File: src/rtl/pipeline_ctrl.sv
// Run/stall/flush sequencer for the 5-stage pipeline: start/drain FSM, per-stage
// valid tracking for write masking, and stall/flush/cycle/retire counters.
module pipeline_ctrl #(
    parameter int unsigned CNT_W = 16
) (
    input  logic             clk,
    input  logic             rst,
    input  logic             run,
    input  logic             hz_stall,
    input  logic             ctl_flow,
    input  logic             ctl_taken,
    output logic             pc_en,
    output logic             pc_sel,
    output logic             ifid_en,
    output logic             ifid_flush,
    output logic             idex_flush,
    output logic             rf_we_ok,
    output logic             mem_we_ok,
    output logic             busy,
    output logic             done,
    output logic [31:0]      cyc_cnt,
    output logic [31:0]      ret_cnt,
    output logic [CNT_W-1:0] stall_cnt,
    output logic [CNT_W-1:0] flush_cnt
);

    localparam logic [1:0] IDLE  = 2'd0;
    localparam logic [1:0] RUN   = 2'd1;
    localparam logic [1:0] DRAIN = 2'd2;

    logic [1:0]       r_state;
    logic             r_v_ifid;
    logic             r_v_idex;
    logic             r_v_exmem;
    logic             r_v_memwb;
    logic [31:0]      r_cyc_cnt;
    logic [31:0]      r_ret_cnt;
    logic [CNT_W-1:0] r_stall_cnt;
    logic [CNT_W-1:0] r_flush_cnt;

    logic       w_idle;
    logic       w_fetch;
    logic       w_stall;
    logic       w_redirect;
    logic       w_drained;
    logic [1:0] w_next_state;

    assign w_idle     = (r_state == IDLE);
    assign w_fetch    = (r_state == RUN);
    assign w_stall    = hz_stall && !w_idle;
    // Stall wins over a redirect; the branch is re-evaluated once the stall clears.
    assign w_redirect = w_fetch && ctl_flow && ctl_taken && !hz_stall;
    assign w_drained  = !(r_v_ifid || r_v_idex || r_v_exmem || r_v_memwb);

    assign pc_en      = w_fetch && !w_stall;
    assign pc_sel     = w_redirect;
    assign ifid_en    = !w_idle && !w_stall;
    assign ifid_flush = w_redirect || ((r_state == DRAIN) && !w_stall);
    assign idex_flush = w_stall;
    assign rf_we_ok   = r_v_memwb;
    assign mem_we_ok  = r_v_exmem;
    assign busy       = !w_idle;
    assign done       = (r_state == DRAIN) && w_drained;

    assign cyc_cnt    = r_cyc_cnt;
    assign ret_cnt    = r_ret_cnt;
    assign stall_cnt  = r_stall_cnt;
    assign flush_cnt  = r_flush_cnt;

    always_comb begin
        w_next_state = r_state;
        case (r_state)
            IDLE:    if (run)       w_next_state = RUN;
            RUN:     if (!run)      w_next_state = DRAIN;
            DRAIN:   if (w_drained) w_next_state = IDLE;
            default:                w_next_state = IDLE;
        endcase
    end

    always_ff @(posedge clk or posedge rst) begin
        if (rst) begin
            r_state   <= IDLE;
            r_v_ifid  <= 1'b0;
            r_v_idex  <= 1'b0;
            r_v_exmem <= 1'b0;
            r_v_memwb <= 1'b0;
        end else begin
            r_state <= w_next_state;
            if (w_idle) begin
                r_v_ifid  <= 1'b0;
                r_v_idex  <= 1'b0;
                r_v_exmem <= 1'b0;
                r_v_memwb <= 1'b0;
            end else begin
                r_v_memwb <= r_v_exmem;
                r_v_exmem <= r_v_idex;
                r_v_idex  <= w_stall ? 1'b0 : r_v_ifid;
                r_v_ifid  <= w_stall ? r_v_ifid : (w_fetch && !w_redirect);
            end
        end
    end

    always_ff @(posedge clk or posedge rst) begin
        if (rst) begin
            r_cyc_cnt   <= '0;
            r_ret_cnt   <= '0;
            r_stall_cnt <= '0;
            r_flush_cnt <= '0;
        end else begin
            if (!w_idle)
                r_cyc_cnt <= r_cyc_cnt + 32'd1;
            if (r_v_memwb)
                r_ret_cnt <= r_ret_cnt + 32'd1;
            if (w_stall && (r_stall_cnt != '1))
                r_stall_cnt <= r_stall_cnt + 1'b1;
            if (w_redirect && (r_flush_cnt != '1))
                r_flush_cnt <= r_flush_cnt + 1'b1;
        end
    end

endmodule

File: config.mk
export PLATFORM = sky130hd
export DESIGN_NAME = pipeline_ctrl
export DESIGN_NICKNAME = d
export VERILOG_FILES = /design/src/rtl/pipeline_ctrl.sv
export SDC_FILE = /design/constraint.sdc
export NUM_CORES = 1
export LEC_CHECK = 0
export CORE_MARGIN = 5
export CORE_UTILIZATION = 45
export CTS_CLUSTER_SIZE = 20
export DETAILED_ROUTE_END_ITERATION = 10
export PLACE_DENSITY = 0.73
export SLEW_MARGIN = 25
export SYNTH_ARGS = -nofsm -noshare
export SYNTH_HDL_FRONTEND = slang
export SYNTH_SLANG_ARGS = --single-unit
export TNS_END_PERCENT = 1
File: constraint.sdc
create_clock -name clk -period 6.3 [get_ports clk]
set_input_delay 1.26 -clock clk [delete_from_list [all_inputs] [get_ports clk]]
set_output_delay 1.26 -clock clk [all_outputs]
set_load 0.1 [all_outputs]
==> impl_metrics.csv, run 1 <==
group,metric,value,unit
detailed_routing,wl_per_cell,14.9,um
detailed_routing,ant_nets,0,
sta,fmax,0.201,GHz
cts,h-tree-depth,3,
yosys,synthXorXnorAreaFrac,0.161,
sta,rsz0062_at_grt,"false",
sta,setup_tns,0,ps
global_routing,grt_pass1_wl,17100,um
power,p_leak,2.71,nW
detailed_routing,vias_per_cell,5.33,
yosys,synthMuxAreaShare,0.0166,
die,die_h,113,um
yosys,syn_avg_cell_area,11.2,um^2
global_routing,first_global_vias,3465,
final_layout,register_area,2550,um^2
power,ir_worst_vdd,0.000357,V
cts,cts_hold_buffers,0,
final_layout,fillers,898,
detailed_routing,drc,0,
critical_path,crit_path_start,"hz_stall",
yosys,synth.most_common_cell,"dfrtp_1",
worst_hold_path,hp-class,"reg -> reg",
detailed_routing,vias,3611,
global_routing,grt_max_degree,53,
die,die_area,12700,um^2
cts,cts-root-buf,"clkbuf_8",
critical_path,r2r_cells,4,
final_layout,n_antenna_cell,0,
yosys,synth_cells,423,
detailed_routing,first_pass_iters,4,
die,die_x,113,um
yosys,yosys.area.top_type,"dfrtp_1",
cts,cts_buffers,9,
yosys,yosys-top-cells-area,"dfrtp_1, xnor2_1, xor2_1",
placement,gp_congestion,0.833,
die,core,10300,um^2
yosys,ys_types,40,
sta,fin_skew,7.40,ps
final_layout,area_growth,31.3,%
yosys,synth_compound_area_frac,0.0288,
critical_path,worstPathArrival,3720,ps
yosys,yosysWarnings,0,
global_routing,grt_overflow,0,
critical_path,worstSetupPathType,"in -> out",
final_layout,drive_gt1_frac,0.0646,
final_layout,fin_nets,547,
placement,dpl.hpwl,7400,um
critical_path,rr_endpoint,"flush_cnt[11]",
sta,period_share,0.790,
detailed_routing,routed_wl,10100,um
cts,path_clk_slew,100,ps
yosys,synth_top_area_share,0.539,
sta,worst_slew_pin_slew,1030,ps
critical_path,crit_path_start_kind,"input port",
die,ios,111,
cts,postCtsResizedCells,0,
sta,setup_viol,0,
global_routing,grt_usage,0.162,
yosys,ys.flop_type,"dfrtp_1",
yosys,synth_top_family_by_area,"simple AND/OR/NAND/NOR gates",
cts,clk_path_buf_depth,2,
cts,numClockSinks,102,
yosys,synth_area,4740,um^2
yosys,synth_adder_area_share,0.0106,
cts,cts_tree,"yes",
cts,worstSkewPairLatency,360,ps
yosys,ys_ff_latch,102,
critical_path,r2r_setup_slack,4210,ps
critical_path,crit_fanout,8,
yosys,yosys-top-cells-count,"dfrtp_1, xnor2_1, xor2_1, nand3_1, nand4_1",
sta,drv_slew,0,
sta,relSlewSlack,0.311,
cts,post_cts_buffers,0,
placement,portBuffers,110,
yosys,syn-num-nets,433,
critical_path,crit_path_end,"ifid_flush",
final_layout,multi_input_area,2100,um^2
die,start_util,0.461,
power,power_density,308,nW/um^2
sta,finalCriticalPeriod,4980,ps
die,core.rowCount,37,
sta,hold_viol,0,
detailed_routing,drt-initial-drc-count,116,
job,drv_cap,0,
yosys,yosysSeqAreaShare,0.539,
yosys,synth-edff-count,0,
critical_path,cp-end-kind,"output pin",
critical_path,r2r_start,"r_state[1]",
final_layout,final_util,0.605,
critical_path,required,5040,ps
yosys,synthArstFlopShare,1.00,
global_routing,antenna_found_initial,0,
yosys,synthSimpleGateAreaFrac,0.226,
outcome,status,"complete, no violations",
==> layout make-up <==
class,instances,area share
Sequential cell,102,0.410
Multi-Input combinational cell,300,0.338
Timing Repair Buffer,113,0.181
Tap cell,136,0.0274
Clock buffer,10,0.0221
Clock inverter,6,0.0149
Inverter,11,0.00704
==> metal layers <==
metal	global-route usage	part of all wire	up-vias
li1	-	-	1727
met1	0.222	0.46	1781
met2	0.254	0.46	91
met3	0.0420	0.060	12
met4	0.0481	0.013	0
met5	0	0	-
==> critical path, stage by stage <==
cell and delay, ps:
clkdlybuf4s50_1 450, or3b_1 400, inv_1 130, nand3_2 190, o21ai_0 130, clkdlybuf4s50_1 1160
==> where the power goes <==
group / internal (W) / switching [W] / total (W)
Clock: 0.000237 / 0.000220 / 0.000457
Sequential: 0.000709 / 0.0000803 / 0.000790
Combinational: 0.000151 / 0.000515 / 0.000666
==> state kept, by name, indices dropped and copies added, names as in the netlist <==
register and cells:
stall_cnt 16, r_state 2, r_v_ifid 1, r_v_idex 1
mem_we_ok 1, cyc_cnt 32, flush_cnt 16, ret_cnt 32
rf_we_ok 1
==> stage by stage <==
| step | cell area [um^2] | hold slack (ps) | total power (W) | instances | worst slack, ps |
|---|---|---|---|---|---|
| floorplan | 4740 | 465 | 0.00130 | 423 | 1450 |
| global placement | 5990 | 458 | 0.00146 | 662 | 1350 |
| detailed placement | 5990 | 463 | 0.00147 | 662 | 1320 |
| CTS | 6220 | 477 | 0.00194 | 678 | 1310 |
| global route | 6220 | 485 | 0.00200 | 678 | 1240 |
| finish | 6220 | 474 | 0.00191 | 678 | 1320 |
==> cell families after synthesis <==
kind of cell,Yosys count
compound gates,18
xor+xnor,87
fa+ha+maj,4
buf+inv,21
flops,102
mux,7
simple gates,184
==> layout by cell type, fill, tap and decap left out, types with 10 or more instances in the layout <==
| cell | n |
|---|---|
| clkdlybuf4s50_1 | 110 |
| clkbuf_8 | 10 |
| nand2_1 | 25 |
| and4_1 | 12 |
| nand3_1 | 35 |
| xnor2_1 | 50 |
| nor3_1 | 19 |
| and3_1 | 12 |
| nor2_1 | 17 |
| nand4_1 | 32 |
| inv_1 | 10 |
| xor2_1 | 37 |
| dfrtp_1 | 102 |
==> how the worst min path moves through the flow <==
stage	startpoint	end	slack, ps	cells after the start
6_report	ret_cnt[31]	ret_cnt[31]	470	1
4_1_cts	ret_cnt[31]	ret_cnt[31]	480	1
3_3_place_gp	ret_cnt[31]	ret_cnt[31]	460	1
2_1_floorplan	r_v_idex	mem_we_ok	460	1
3_5_place_dp	ret_cnt[31]	ret_cnt[31]	460	1
5_1_grt	ret_cnt[31]	ret_cnt[31]	480	1
Note: power is estimated with default switching activity, not from simulation.
==> inputs of run 2 (changes only) <==
PLACE_DENSITY = 0.76   (was 0.73)
clock period = 4.15 ns   (was 6.3 ns; I/O delays follow)
==> impl_metrics.csv, run 2 (synthesized netlist as in run 1, its figures left out) <==
group,metric,value,unit
critical_path,required,3320,ps
die,die_x,113,um
sta,rsz0062_at_grt,"false",
power,p_leak,2.73,nW
detailed_routing,first_pass_iters,4,
global_routing,grt_overflow,0,
worst_hold_path,hold-path-endpoint,"ret_cnt[31]",
critical_path,crit_fanout,3,
critical_path,worstSetupPathType,"reg -> out",
cts,post_cts_buffers,0,
critical_path,cpPeakStageDelay,1140,ps
die,start_util,0.461,
sta,fin_skew,13.3,ps
final_layout,area_growth,30.9,%
cts,cts_tree,"yes",
critical_path,cp-end-kind,"output pin",
cts,h-tree-depth,3,
cts,clk_path_buf_depth,2,
detailed_routing,routed_wl,10400,um
placement,dpl.hpwl,7550,um
worst_hold_path,hold_start,"ret_cnt[31]",
power,power_density,467,nW/um^2
cts,worstSkewPairLatency,370,ps
detailed_routing,wl_per_cell,15.4,um
final_layout,final_common_cell,"clkdlybuf4s50_1",
die,core,10300,um^2
critical_path,worstPathArrival,2520,ps
final_layout,fin_nets,547,
sta,finalCriticalPeriod,3350,ps
critical_path,cp_top_family,"buffers and inverters",
final_layout,fillers,865,
job,drv_cap,0,
cts,cts-root-buf,"clkbuf_8",
global_routing,grt_usage,0.170,
placement,place_area,5990,um^2
worst_hold_path,hp-class,"reg -> reg",
sta,relSlewSlack,0.318,
die,die_h,113,um
worst_hold_path,holdPathStages,1,
global_routing,first_global_vias,3625,
critical_path,rr_endpoint,"flush_cnt[15]",
critical_path,crit_path_start_kind,"flop",
critical_path,r2r_cells,4,
die,die_area,12700,um^2
detailed_routing,vias,3609,
placement,gp_congestion,0.835,
global_routing,grt_pass1_wl,17800,um
cts,postCtsResizedCells,0,
sta,period_share,0.808,
final_layout,register_area,2550,um^2
cts,cts_buffers,9,
detailed_routing,ant_nets,0,
critical_path,crit_buf_inv,1,
global_routing,antenna_found_initial,0,
placement,portBuffers,110,
detailed_routing,drt-initial-drc-count,150,
final_layout,n_antenna_cell,0,
sta,setup_viol,0,
global_routing,grt_max_degree,55,
critical_path,r2r_setup_slack,2040,ps
die,ios,111,
final_layout,final_util,0.604,
sta,hold_viol,0,
sta,fmax,0.298,GHz
detailed_routing,vias_per_cell,5.32,
critical_path,path_cells,"nor4_1 > nor2b_1 > clkdlybuf4s50_1",
critical_path,cp_slowest_cell,"clkdlybuf4s50_1",
sta,drv_slew,0,
detailed_routing,drc,0,
sta,worst_slew_pin_slew,1020,ps
cts,numClockSinks,102,
final_layout,mostFrequentLayoutCells,"clkdlybuf4s50_1, dfrtp_1, xnor2_1, xor2_1, nand3_1",
sta,setup_tns,0,ps
critical_path,r2r_start,"r_state[1]",
cts,cts_hold_buffers,0,
die,core.rowCount,37,
final_layout,multi_input_area,2100,um^2
outcome,status,"complete, no violations",
final_layout,postLayoutCellArea,6200,um^2
cts,path_clk_slew,90,ps
final_layout,drive_gt1_frac,0.0701,
power,ir_worst_vdd,0.000674,V
==> run 2: area by class of cell <==
type / count / share of cell area
clock buffers: 12 / 0.0234
clock inverters: 4 / 0.0113
inverters: 11 / 0.00706
multi-input cells: 300 / 0.338
flip-flops and latches: 102 / 0.411
well taps: 136 / 0.0274
repair buffers: 113 / 0.181
==> run 2: per-stage QoR <==
step / setup WS, ps / hold slack (ps) / power (W) / instances
2_1_floorplan: 158 / 465 / 0.00198 / 423
3_3_place_gp: 909 / 457 / 0.00223 / 662
3_5_place_dp: 887 / 470 / 0.00224 / 662
4_1_cts: 745 / 479 / 0.00293 / 678
5_1_grt: 663 / 497 / 0.00303 / 678
6_report: 796 / 475 / 0.00290 / 678
==> run 2: worst max-delay path by stage <==
stage | from | to | slack, ps | depth (start not counted)
floorplan | hz_stall | ifid_flush | 160 | 4
detailed placement | hz_stall | ifid_flush | 890 | 6
finish | r_v_ifid | done | 800 | 3
CTS | r_v_ifid | done | 750 | 3
global placement | hz_stall | ifid_flush | 910 | 6
global route | r_v_ifid | done | 660 | 3
==> run 2: power breakdown <==
| group | total [W] | internal (W) | switching, W |
|---|---|---|---|
| combinational | 0.00102 | 0.000231 | 0.000785 |
| clock | 0.000682 | 0.000355 | 0.000327 |
| sequential | 0.00120 | 0.00108 | 0.000120 |
==> run 2: per-layer routing <==
metal,track usage,part of all wire,up-vias
met5,0,0,-
met4,0.0577,0.014,0
met3,0.0512,0.058,12
met2,0.272,0.48,84
met1,0.220,0.45,1790
li1,-,-,1723
==> inputs of run 3 (changes only) <==
PLACE_DENSITY = 0.73   (was 0.76)
clock period = 3.1 ns   (was 4.15 ns; I/O delays follow)
==> impl_metrics.csv, run 3 (synthesized netlist as in run 1, its figures left out) <==
group,metric,value,unit
critical_path,crit_buf_inv,4,
die,die_h,113,um
detailed_routing,ant_nets,0,
critical_path,r2r_cells,5,
sta,rsz0062_at_grt,"false",
cts,worstSkewPairLatency,350,ps
critical_path,crit_path_start_kind,"input port",
sta,drv_slew,0,
cts,postCtsResizedCells,0,
final_layout,area_growth,26.3,%
cts,cts_tree,"yes",
critical_path,cp-end-kind,"output pin",
cts,h-tree-depth,3,
detailed_routing,vias_per_cell,5.34,
detailed_routing,routed_wl,10400,um
die,core.rowCount,37,
critical_path,required,2480,ps
critical_path,crit_fanout,8,
cts,cts_hold_buffers,0,
global_routing,grt_max_degree,46,
sta,worst_slew_pin_slew,932,ps
critical_path,cp_top_family,"buffers and inverters",
cts,path_clk_slew,90,ps
sta,fmax,0.353,GHz
die,core,10300,um^2
critical_path,cpPeakStageDelay,470,ps
detailed_routing,drt-initial-drc-count,122,
placement,portBuffers,110,
cts,cts_buffers,9,
final_layout,n_antenna_cell,0,
worst_hold_path,hp-class,"reg -> reg",
die,die_area,12700,um^2
sta,fin_hold_ws,474,ps
cts,numClockSinks,102,
final_layout,mostFrequentLayoutCells,"buf_4, dfrtp_1, xnor2_1, xor2_1, nand3_1",
power,power_density,626,nW/um^2
power,ir_worst_vdd,0.000816,V
critical_path,cp_slowest_cell,"clkdlybuf4s50_1",
sta,hold_viol,0,
critical_path,worstSetupPathType,"in -> out",
placement,gp_congestion,0.813,
outcome,status,"complete, no violations",
final_layout,fin_nets,548,
critical_path,path_depth,6,
global_routing,grt_pass1_wl,17700,um
detailed_routing,vias,3620,
cts,cts-root-buf,"clkbuf_8",
detailed_routing,first_pass_iters,4,
detailed_routing,wl_per_cell,15.4,um
die,start_util,0.461,
global_routing,grt_usage,0.166,
global_routing,antenna_found_initial,0,
die,die_x,113,um
critical_path,worstPathArrival,2210,ps
critical_path,path_cells,"clkdlybuf4s50_1 > or3b_1 > inv_1 > nand3_2 > inv_1 > buf_12",
sta,relSlewSlack,0.376,
power,p_leak,2.91,nW
final_layout,fillers,900,
final_layout,final_common_cell,"buf_4",
global_routing,grt_overflow,0,
sta,finalCriticalPeriod,2830,ps
die,ios,111,
sta,setup_tns,0,ps
sta,fin_skew,9.58,ps
final_layout,drive_gt1_frac,0.260,
global_routing,first_global_vias,3493,
detailed_routing,drc,0,
critical_path,crit_top_cell,"inv_1",
cts,post_cts_buffers,0,
job,drv_cap,0,
sta,period_share,0.914,
sta,setup_viol,0,
placement,dpl.hpwl,7740,um
worst_hold_path,holdPathStages,1,
cts,clk_path_buf_depth,2,
## run 3: cell count changes in the layout (fill, tap and decap cells not counted), sizes merged
cell / before / now
clkinvlp: 0 / 1
clkdlybuf4s50: 105 / 5
inv: 11 / 12
clkbuf: 12 / 9
bufinv: 2 / 1
clkinv: 2 / 3
buf: 8 / 109
## run 3: final timing paths
| path | from | to | slack, ps |
|---|---|---|---|
| min in group asynchronous | rst | ret_cnt[6] | 650 |
| max | hz_stall | pc_sel | 270 |
| max in group asynchronous | rst | stall_cnt[7] | 1800 |
| min | ret_cnt[31] | ret_cnt[31] | 470 |
| max reg2reg | r_state[1] | flush_cnt[12] | 970 |
| min reg2reg | ret_cnt[31] | ret_cnt[31] | 470 |
## run 3: layout make-up
| type | count | area, um^2 | share of cell area |
|---|---|---|---|
| clock buffers | 9 | 124 | 0.0207 |
| multi-input cells | 300 | 2100 | 0.351 |
| clock inverters | 6 | 61.3 | 0.0102 |
| well taps | 136 | 170 | 0.0284 |
| inverters | 11 | 43.8 | 0.00732 |
| repair buffers | 114 | 931 | 0.156 |
| flip-flops and latches | 102 | 2550 | 0.426 |
## run 3: metal layers
| metal | up-vias | track usage | part of all wire |
|---|---|---|---|
| li1 | 1736 | - | - |
| met1 | 1773 | 0.241 | 0.47 |
| met2 | 100 | 0.254 | 0.46 |
| met3 | 11 | 0.0302 | 0.051 |
| met4 | 0 | 0.0529 | 0.014 |
| met5 | - | 0 | 0 |
## run 3: stage by stage
stage | area, um^2 | worst slack (ps) | instances | total power [W] | util
global route | 5990 | 165 | 678 | 0.00390 | 0.582
detailed placement | 5800 | 248 | 663 | 0.00297 | 0.564
floorplan | 4740 | -195 | 423 | 0.00264 | -
CTS | 5990 | 248 | 678 | 0.00378 | 0.582
finish | 5990 | 266 | 678 | 0.00374 | 0.582
global placement | 5800 | 273 | 663 | 0.00295 | 0.564
## run 3: power by group
group          switching (W)  internal [W]  leakage (nW)
combinational        0.00105      0.000276          1.44
sequential          0.000173       0.00144          1.38
clock               0.000439      0.000368        0.0953
